## config.mk

```make
export PLATFORM = sky130hd
export DESIGN_NAME = sram_axis_reader_flat
export DESIGN_NICKNAME = d
export VERILOG_FILES = /design/src/rtl/sram_axis_reader_if.sv /design/src/rtl/sram_axis_reader.sv /design/src/flat_wrapper.sv
export SDC_FILE = /design/constraint.sdc
export NUM_CORES = 1
export LEC_CHECK = 0
export ABC_AREA = 1
export CAP_MARGIN = 20
export CORE_ASPECT_RATIO = 0.8
export CORE_MARGIN = 3
export CORE_UTILIZATION = 40
export DETAILED_ROUTE_END_ITERATION = 8
export PLACE_DENSITY = 0.66
export SKIP_CTS_REPAIR_TIMING = 1
export SLEW_MARGIN = 20
export SYNTH_ARGS = -nofsm -noshare
export SYNTH_HDL_FRONTEND = slang
export SYNTH_SLANG_ARGS = --single-unit
```

## constraint.sdc

```tcl
create_clock -name clk -period 2.9 [get_ports clk]
set_clock_uncertainty 0.2 [all_clocks]
set_input_delay 0.435 -clock clk [delete_from_list [all_inputs] [get_ports clk]]
set_output_delay 0.435 -clock clk [all_outputs]
set_load 0.01 [all_outputs]
```

## src/rtl/sram_axis_reader_if.sv

```systemverilog
// Bus bundle for sram_axis_reader: SRAM read port plus AXI4-Stream master channel.
// master = the reader, slave = the SRAM/stream sink environment.
interface sram_axis_reader_if #(
  parameter int C_AXIS_TDATA_WIDTH = 8,
  parameter int ADDR_WIDTH         = 16,
  parameter int IDX_WIDTH          = 2,
  parameter int SRAM_WIDTH         = 32
);
  logic                          sram_out_en;
  logic [IDX_WIDTH-1:0]          sram_out_idx;
  logic [ADDR_WIDTH-1:0]         sram_out_addr;
  logic signed [SRAM_WIDTH-1:0]  sram_out_data;

  logic [C_AXIS_TDATA_WIDTH-1:0] m_axis_tdata;
  logic                          m_axis_tvalid;
  logic                          m_axis_tready;
  logic                          m_axis_tlast;

  modport master (
    output sram_out_en, sram_out_idx, sram_out_addr,
    input  sram_out_data,
    output m_axis_tdata, m_axis_tvalid, m_axis_tlast,
    input  m_axis_tready
  );

  modport slave (
    input  sram_out_en, sram_out_idx, sram_out_addr,
    output sram_out_data,
    input  m_axis_tdata, m_axis_tvalid, m_axis_tlast,
    output m_axis_tready
  );
endinterface

```

## src/rtl/sram_axis_reader.sv

```systemverilog
// Streams a block of SRAM words out over AXI4-Stream through a 3-entry credit FIFO.
// Optional macro SRAM_READER_SAT_EN: signed-saturate each word to the beat width instead of truncating.
module sram_axis_reader #(
  parameter int C_AXIS_TDATA_WIDTH = 8,
  parameter int ADDR_WIDTH         = 16,
  parameter int IDX_WIDTH          = 2,
  parameter int SRAM_WIDTH         = 32
) (
  input  logic                  clk,
  input  logic                  rst,
  input  logic                  start,
  input  logic [ADDR_WIDTH-1:0] base_addr,
  input  logic [ADDR_WIDTH:0]   length,
  input  logic [IDX_WIDTH-1:0]  src_idx,
  output logic                  busy,
  output logic                  done,
  sram_axis_reader_if.master    bus
);

  localparam int DW         = C_AXIS_TDATA_WIDTH;
  localparam int FIFO_DEPTH = 3;

  typedef enum logic [1:0] {
    IDLE  = 2'd0,
    READ  = 2'd1,
    DRAIN = 2'd2
  } state_t;

  state_t                state_q, state_d;
  logic [ADDR_WIDTH-1:0] rd_addr_q;
  logic [IDX_WIDTH-1:0]  rd_idx_q;
  logic [ADDR_WIDTH:0]   rd_left_q;
  logic [ADDR_WIDTH:0]   beat_left_q;
  logic                  done_q;

  logic                  issue_p0;
  logic                  rd_vld_p1;
  logic [DW-1:0]         word_p1;

  logic [DW-1:0]         fifo_mem [FIFO_DEPTH];
  logic [1:0]            wr_ptr_q, rd_ptr_q;
  logic [1:0]            fifo_cnt_q;

  logic                  push, pop, tlast;
  logic [2:0]            occ;
  logic                  start_xfer, start_empty;

`ifdef SRAM_READER_SAT_EN
  localparam logic signed [SRAM_WIDTH-1:0] SAT_MAX =
    SRAM_WIDTH'((64'sd1 <<< (DW-1)) - 64'sd1);
  localparam logic signed [SRAM_WIDTH-1:0] SAT_MIN = ~SAT_MAX;
`endif

  function automatic logic [DW-1:0] fmt_word(input logic signed [SRAM_WIDTH-1:0] w);
`ifdef SRAM_READER_SAT_EN
    if (w > SAT_MAX)      return DW'(SAT_MAX);
    else if (w < SAT_MIN) return DW'(SAT_MIN);
    else                  return DW'(w);
`else
    return DW'(w);
`endif
  endfunction

  function automatic logic [1:0] ptr_next(input logic [1:0] p);
    return (p == 2'(FIFO_DEPTH - 1)) ? 2'd0 : p + 2'd1;
  endfunction

  assign start_xfer  = (state_q == IDLE) && start && (length != '0);
  assign start_empty = (state_q == IDLE) && start && (length == '0);

  assign push  = rd_vld_p1;
  assign pop   = bus.m_axis_tvalid && bus.m_axis_tready;
  // Occupancy the FIFO will hold once this cycle's push/pop settle; an issue
  // now lands next cycle, so it is allowed only while that stays below depth.
  assign occ   = 3'(fifo_cnt_q) + 3'(push) - 3'(pop);
  assign tlast = bus.m_axis_tvalid && (beat_left_q == (ADDR_WIDTH+1)'(1));

  always_comb begin
    state_d  = state_q;
    issue_p0 = 1'b0;
    unique case (state_q)
      IDLE:  if (start_xfer) state_d = READ;
      READ: begin
        if (occ < 3'(FIFO_DEPTH)) begin
          issue_p0 = 1'b1;
          if (rd_left_q == (ADDR_WIDTH+1)'(1)) state_d = DRAIN;
        end
      end
      DRAIN: if (pop && tlast) state_d = IDLE;
      default: state_d = IDLE;
    endcase
  end

  // p0: read issue stage -- address/strobe to SRAM
  always_ff @(posedge clk or negedge rst) begin
    if (!rst) begin
      state_q     <= IDLE;
      rd_addr_q   <= '0;
      rd_idx_q    <= '0;
      rd_left_q   <= '0;
      beat_left_q <= '0;
      done_q      <= 1'b0;
      rd_vld_p1   <= 1'b0;
    end else begin
      state_q   <= state_d;
      rd_vld_p1 <= issue_p0;
      done_q    <= start_empty || ((state_q == DRAIN) && pop && tlast);
      if (start_xfer) begin
        rd_addr_q   <= base_addr;
        rd_idx_q    <= src_idx;
        rd_left_q   <= length;
        beat_left_q <= length;
      end else begin
        if (issue_p0) begin
          rd_addr_q <= rd_addr_q + ADDR_WIDTH'(1);
          rd_left_q <= rd_left_q - (ADDR_WIDTH+1)'(1);
        end
        if (pop) beat_left_q <= beat_left_q - (ADDR_WIDTH+1)'(1);
      end
    end
  end

  // p1: SRAM data returns, formatted and pushed into the FIFO
  assign word_p1 = fmt_word(bus.sram_out_data);

  always_ff @(posedge clk or negedge rst) begin
    if (!rst) begin
      for (int i = 0; i < FIFO_DEPTH; i++) fifo_mem[i] <= '0;
      wr_ptr_q   <= '0;
      rd_ptr_q   <= '0;
      fifo_cnt_q <= '0;
    end else begin
      if (push) begin
        fifo_mem[wr_ptr_q] <= word_p1;
        wr_ptr_q           <= ptr_next(wr_ptr_q);
      end
      if (pop) rd_ptr_q <= ptr_next(rd_ptr_q);
      fifo_cnt_q <= fifo_cnt_q + 2'(push) - 2'(pop);
    end
  end

  // p2: FIFO head drives the stream
  assign bus.m_axis_tvalid = (fifo_cnt_q != 2'd0);
  assign bus.m_axis_tdata  = fifo_mem[rd_ptr_q];
  assign bus.m_axis_tlast  = tlast;

  assign bus.sram_out_en   = issue_p0;
  assign bus.sram_out_addr = rd_addr_q;
  assign bus.sram_out_idx  = rd_idx_q;

  assign busy = (state_q != IDLE);
  assign done = done_q;

endmodule

```

## src/flat_wrapper.sv

```systemverilog
// flat-port wrapper written by rule: the top's interface ports become plain ports
module sram_axis_reader_flat 
#(
  parameter int C_AXIS_TDATA_WIDTH = 8,
  parameter int ADDR_WIDTH         = 16,
  parameter int IDX_WIDTH          = 2,
  parameter int SRAM_WIDTH         = 32
)
  (clk, rst, start, base_addr, length, src_idx, busy, done, bus_sram_out_en, bus_sram_out_idx, bus_sram_out_addr, bus_sram_out_data, bus_m_axis_tdata, bus_m_axis_tvalid, bus_m_axis_tlast, bus_m_axis_tready);
  sram_axis_reader_if #(.C_AXIS_TDATA_WIDTH(C_AXIS_TDATA_WIDTH), .ADDR_WIDTH(ADDR_WIDTH), .IDX_WIDTH(IDX_WIDTH), .SRAM_WIDTH(SRAM_WIDTH)) bus_i ();
  input  logic clk;
  input  logic rst;
  input  logic start;
  input  logic [ADDR_WIDTH-1:0] base_addr;
  input  logic [ADDR_WIDTH:0] length;
  input  logic [IDX_WIDTH-1:0] src_idx;
  output logic busy;
  output logic done;
  output wire logic [$bits(bus_i.sram_out_en)-1:0] bus_sram_out_en;
  output wire logic [$bits(bus_i.sram_out_idx)-1:0] bus_sram_out_idx;
  output wire logic [$bits(bus_i.sram_out_addr)-1:0] bus_sram_out_addr;
  input wire logic [$bits(bus_i.sram_out_data)-1:0] bus_sram_out_data;
  output wire logic [$bits(bus_i.m_axis_tdata)-1:0] bus_m_axis_tdata;
  output wire logic [$bits(bus_i.m_axis_tvalid)-1:0] bus_m_axis_tvalid;
  output wire logic [$bits(bus_i.m_axis_tlast)-1:0] bus_m_axis_tlast;
  input wire logic [$bits(bus_i.m_axis_tready)-1:0] bus_m_axis_tready;
  assign bus_sram_out_en = bus_i.sram_out_en;
  assign bus_sram_out_idx = bus_i.sram_out_idx;
  assign bus_sram_out_addr = bus_i.sram_out_addr;
  assign bus_i.sram_out_data = bus_sram_out_data;
  assign bus_m_axis_tdata = bus_i.m_axis_tdata;
  assign bus_m_axis_tvalid = bus_i.m_axis_tvalid;
  assign bus_m_axis_tlast = bus_i.m_axis_tlast;
  assign bus_i.m_axis_tready = bus_m_axis_tready;
  sram_axis_reader #(.C_AXIS_TDATA_WIDTH(C_AXIS_TDATA_WIDTH), .ADDR_WIDTH(ADDR_WIDTH), .IDX_WIDTH(IDX_WIDTH), .SRAM_WIDTH(SRAM_WIDTH)) u_core (.clk(clk), .rst(rst), .start(start), .base_addr(base_addr), .length(length), .src_idx(src_idx), .busy(busy), .done(done), .bus(bus_i));
endmodule
```

[Yosys cells after proc, flatten, opt, wreduce, memory -nomap -nowiden]
Cells that the tools add are included.
W data, S select, Z words.
Cells by class
  add/subtract/negate cells: 9
  bitwise operators: 2
  equal/unequal tests: 10
  multiplexer cells: 21
  magnitude comparators: 4
  reductions and logical operators: 18
Operator list (number)
  $mux W17: 4
  $eq A17 B1 Y1 const B: 2
  $sub A17 B1 Y17 const B: 2
  $mux W16: 2
  $bwmux W24: 1
  $mux W8: 3
  $logic_not A17 Y1: 1
  $reduce_bool A17 Y1: 1
  $add A16 B1 Y16 const B: 1
  $bmux W8 S2: 1
  $demux W8 S2: 1
  $mux W2: 6
  $logic_and A1 B1 Y1: 9
  $ne A2 B1 Y1 const B: 4
  $reduce_bool A2 Y1: 4
  $eq A2 B2 Y1 const B: 3
  $ge A3 B3 Y1 const B: 2
  $not A2 Y3: 2
  $pmux W2 S3: 1
  $add A2 B1 Y2 const B: 2
  $reduce_and A4 Y1: 1
  $add A2 B1 Y3: 1
  $lt A3 B1 Y1 const B: 1
  $lt A3 B2 Y1 const B: 1
  7 further kinds: 8
Word-level totals
  bits in registers: 86
  input port bits: 71
  word-level logic and storage cells: 77

[Logic depth before layout (Yosys ltp)]
  word-level depth: 8
  gate-level depth with buffers: 19
  mapped depth without buffers: 17

[Worst setup path after synthesis]
OpenSTA, ideal clock, no wires.
  path type: flip-flop to output port
  start point: register u_core.fifo_cnt_q[1]
  end point: output port bus_sram_out_en
  cell stages (with the launch flop): 17
  arrival time: 2.629 ns
  setup slack: -0.364 ns
  cells stage by stage: dfrtp_1 nor2_1 inv_1 nand2_1 inv_1 buf_2 ha_1 inv_1 ha_1 inv_1 fa_1 inv_1 nand2_1 nand3_1 nor2_1 buf_2 buf_2
Between the ends
  word-level cells in the longest chain between the ends: 6
  elaborated cells on any way between the ends: 7
  those cells by class: add/sub: 2; order compare: 1; mux: 2; reduce/logical: 2
RTL lines
  start, declared: RTL line sram_axis_reader.sv:42  | logic [1:0] fifo_cnt_q;
  start signal, assigned: RTL line sram_axis_reader.sv:138  | fifo_cnt_q <= fifo_cnt_q + 2'(push) - 2'(pop);
  $reduce_bool A2 Y1: RTL line sram_axis_reader.sv:143  | assign bus.m_axis_tvalid = (fifo_cnt_q != 2'd0);
  net bus_m_axis_tvalid: RTL line flat_wrapper.sv:24  | output wire logic [$bits(bus_i.m_axis_tvalid)-1:0] bus_m_axis_tvalid;
  $logic_and A1 B1 Y1: RTL line sram_axis_reader.sv:72  | assign pop = bus.m_axis_tvalid && bus.m_axis_tready;
  net u_core.pop: RTL line sram_axis_reader.sv:44  | logic push, pop, tlast;
  $sub A3 B1 Y3: RTL line sram_axis_reader.sv:75  | assign occ = 3'(fifo_cnt_q) + 3'(push) - 3'(pop);
  net u_core.occ[1]: RTL line sram_axis_reader.sv:45  | logic [2:0] occ;
  $lt A3 B2 Y1: RTL line sram_axis_reader.sv:84  | if (occ < 3'(FIFO_DEPTH)) begin
  $mux W1: RTL line sram_axis_reader.sv:84
  $mux W1: RTL line sram_axis_reader.sv:81  | unique case (state_q)
  end, declared: RTL line flat_wrapper.sv:19  | output wire logic [$bits(bus_i.sram_out_en)-1:0] bus_sram_out_en;
The timed path passes the listed nets, and every way through them passes these cells.

[Final worst setup path]
  start point: input port bus_m_axis_tready
  end point: output port bus_sram_out_en
Between the ends
  word-level cells in the longest chain between the ends: 5
RTL lines
  start, declared: RTL line flat_wrapper.sv:26  | input wire logic [$bits(bus_i.m_axis_tready)-1:0] bus_m_axis_tready;
  $logic_and A1 B1 Y1: RTL line sram_axis_reader.sv:72
  $sub A3 B1 Y3: RTL line sram_axis_reader.sv:75
  net u_core.occ[1]: RTL line sram_axis_reader.sv:45
  $lt A3 B2 Y1: RTL line sram_axis_reader.sv:84
  $mux W1: RTL line sram_axis_reader.sv:84
  $mux W1: RTL line sram_axis_reader.sv:81
The timed path passes the listed nets, and every way through them passes these cells.

==> flow_summary.yaml <==
setup_path:
  path_delay_family: "buffers and inverters"
  arrival_ns: 2.35
  slowest_stage: "fa_1"
  crit_top_cell: "inv_2"
  crit_path_start_kind: "input pin"
  cpPeakStageDelay_ns: 0.49
  crit_start: "bus_m_axis_tready"
  path_cells: "clkdlybuf4s50_1 -> nand2_2 -> inv_2 -> ha_4 -> inv_2 -> ha_4 -> inv_2 -> fa_1 -> inv_2 -> nand2_4 -> nand3_4 -> nor2_4 -> buf_6"
  crit-reg2reg-launch: "u_core.fifo_cnt_q[1]"
  crit_path_end_kind: "output pin"
  worstSetupPathType: "in -> out"
  critPathMaxFanout: 2
  cp.required_ns: 2.27
  cp_num_buf_inv: 6
synthesis:
  yosys_most_used_dff: "dfrtp_1"
  yosys-top-cells-count: "nand2_1 (221), nand3_1 (113), dfrtp_1 (86)"
  async_flop_share_pct: 100
  ys_seq_area_share_pct: 42.8
  synth-adder-area-share_pct: 2.14
  ys_ff_latch: 86
  synth_top_area_share_pct: 42.8
  yosys.area.top_type: "dfrtp_1"
  synth-compound-area-share_pct: 6.12
  synth_xor_area_share_pct: 1.92
  syn_nets: 789
  synth_edf_count: 0
  yosysMostFrequentCell: "nand2_1"
  ys_types: 35
  synth_top_family_by_area: "simple AND/OR/NAND/NOR gates"
  netlist_instances: 710
  syn_area_um2: 5030
  synth_mux_area_share_pct: 0
  synth_area_leaders: "dfrtp_1 (43%), nand2_1 (16%), nand3_1 (11%)"
  ys_warn_count: 0
  syn_avg_cell_area_um2: 7.08
  synth-simple-area-share_pct: 38.0
drt:
  drt_iter0_drc: 467
  dr.pass1.iters: 5
  drc: 0
  wirelength_um: 14600
  wl_per_cell_um: 14.9
  drtAntennaViolNets: 0
  drt-vias-per-instance: 5.08
  vias: 4956
place:
  hpwl_um: 10300
  portBuffers: 77
  place.gp.congestion: 0.895
die:
  rows: 35
  die_w_um: 131
  pin_count: 102
  chipHeight_um: 106
  core_area_um2: 11900
  die_area_um2: 14000
  start_util_pct: 42.2
final_layout:
  fin_nets: 883
  syn2layout_area_growth_pct: 30.7
  final_util_pct: 55.2
  layout-drive-gt1-share_pct: 9.15
  diodes: 0
sta:
  fin_ws_ns: -0.0852
  slew_headroom_pct: 56.0
  fin_crit_ns: 2.99
  hold_viol_final: 0
  finalCritPeriodShare_pct: 103
  fmax_mhz: 335
  holdWs_ns: 0.290
  tightest_slew_ns: 0.658
  drv_slew: 0
  rsz0062_at_grt: "true"
  finalSetupViolations: 2
pwr:
  ir_drop_uv: 666
  p_leak_uw: 0.00321
  finalPower_uw: 7980
  power_density_nw_per_um2: 1210
clock_tree:
  cts_tree: "done"
  clock_latency_ns: 0.35
  clockRootBuffer: "clkbuf_16"
  clkSinkCount: 86
  htree_levels: 3
  clk_pin_slew_ns: 0.07
  numCtsBuffers: 9
  cts_buffer_depth: 2
run:
  maxCapViolations: 0
run_status:
  violations: "negative setup slack"
  status: "finished, violations left"
global_routing:
  track_usage_pct: 20.6
  grt_pass1_wl_um: 23400
  grt_max_degree: 47
  grt_pass1_vias: 4661
  grt_overflow: 0
  antenna_found_initial: 0
hold_path:
  hp-start: "u_core.bus.sram_out_idx[0]"
  holdCritPathClass: "reg -> reg"
[cell type report]
type	instances	area [µm²]
Inverter	81	312
Tap cell	166	208
Sequential cell	86	2150
Timing Repair inverter	1	6.26
Multi-Input combinational cell	523	2540
Fill cell	1160	5340
Timing Repair Buffer	102	1060
Clock inverter	7	73.8
Clock buffer	9	225
[registers in the layout (all words and copies together), names as in the netlist]
| name | flops |
|---|---|
| u_core.fifo_mem | 24 |
| u_core.beat_left_q | 17 |
| u_core.rd_left_q | 17 |
| u_core.bus.sram_out_addr | 16 |
| u_core.bus.sram_out_idx | 2 |
| u_core.fifo_cnt_q | 2 |
| u_core.rd_ptr_q | 2 |
| u_core.state_q | 2 |
| u_core.wr_ptr_q | 2 |
| u_core.done | 1 |
| u_core.push | 1 |
[kinds of logic (layout without fill, tap and decap cells)]
family | count (synthesis) | count (layout)
compound gates | 58 | 58
xor+xnor | 11 | 11
fa+ha+maj | 8 | 8
buf+inv | 101 | 200
flops | 86 | 86
simple gates | 446 | 446
[through the flow]
step / std cells / setup slack (ns) / setup TNS [ns] / instance area [µm²]
6_report: 975 / -0.0852 / -0.124 / 6580
5_1_grt: 975 / -0.181 / -1.01 / 6580
4_1_cts: 965 / -0.643 / -1.41 / 6360
3_5_place_dp: 949 / -0.606 / -10.13 / 6060
3_3_place_gp: 949 / -0.532 / -7.08 / 6060
2_1_floorplan: 710 / -0.0732 / -0.0738 / 5090
[path summary, 6_finish.rpt]
check / to / slack [ns] / cells past startpoint
max reg2reg: u_core.rd_left_q[6] / -0.03 / 17
max: bus_sram_out_en / -0.09 / 13
min reg2reg: u_core.bus.sram_out_idx[0] / 0.29 / 2
min: u_core.bus.sram_out_idx[0] / 0.29 / 2
min in group asynchronous: u_core.beat_left_q[14] / 0.44 / 2
max in group asynchronous: u_core.fifo_mem[10] / 1.41 / 3
[worst reg2reg max path, cell delays in order (launching register included)]
cell,delay (ns)
dfrtp_1,0.39
nor2_2,0.12
inv_2,0.05
nand2_2,0.06
inv_2,0.05
ha_4,0.21
inv_2,0.06
ha_4,0.12
inv_2,0.03
fa_1,0.49
inv_2,0.05
nand2_4,0.07
buf_6,0.09
nand4_1,0.17
buf_4,0.21
clkbuf_16,0.17
o211ai_1,0.16
nand3_1,0.10
[routing by layer]
layer | routed length [µm] | track usage [%] | share of wire (%) | vias up
li1 | - | - | - | 2454
met1 | 7130 | 30.2 | 49 | 2320
met2 | 6220 | 30.8 | 43 | 162
met3 | 995 | 4.59 | 6.8 | 20
met4 | 221 | 5.77 | 1.5 | 0
met5 | 0 | 0 | 0 | -
[placed cells by master, fill, tap and decap left out, types with 2 or more instances in the layout]
master and n:
nand2_4 2, nand3_1 108, nand3b_1 4, or2_2 2, nand3_2 5, o21ai_0 42
xnor2_1 4, nor2_2 3, clkdlybuf4s50_1 75, ha_4 2, inv_2 6, buf_6 2
nand3_4 2, ha_1 5, buf_4 17, o21ai_1 5, inv_8 3, a21oi_1 2
o211ai_1 4, nor2_4 2, nor2_1 80, buf_12 5, nand2_1 219, nand4_1 8
nor3_1 5, xor2_1 7, inv_6 4, inv_1 74, dfrtp_1 86, clkbuf_16 11
[where the power goes]
group          internal (µW)  leakage [µW]  switching, µW
clock                    614      0.000148            576
combinational           2040       0.00200           2470
sequential              1770       0.00106            508
total                   4420       0.00321           3550
(Power assumes the default switching activity.)
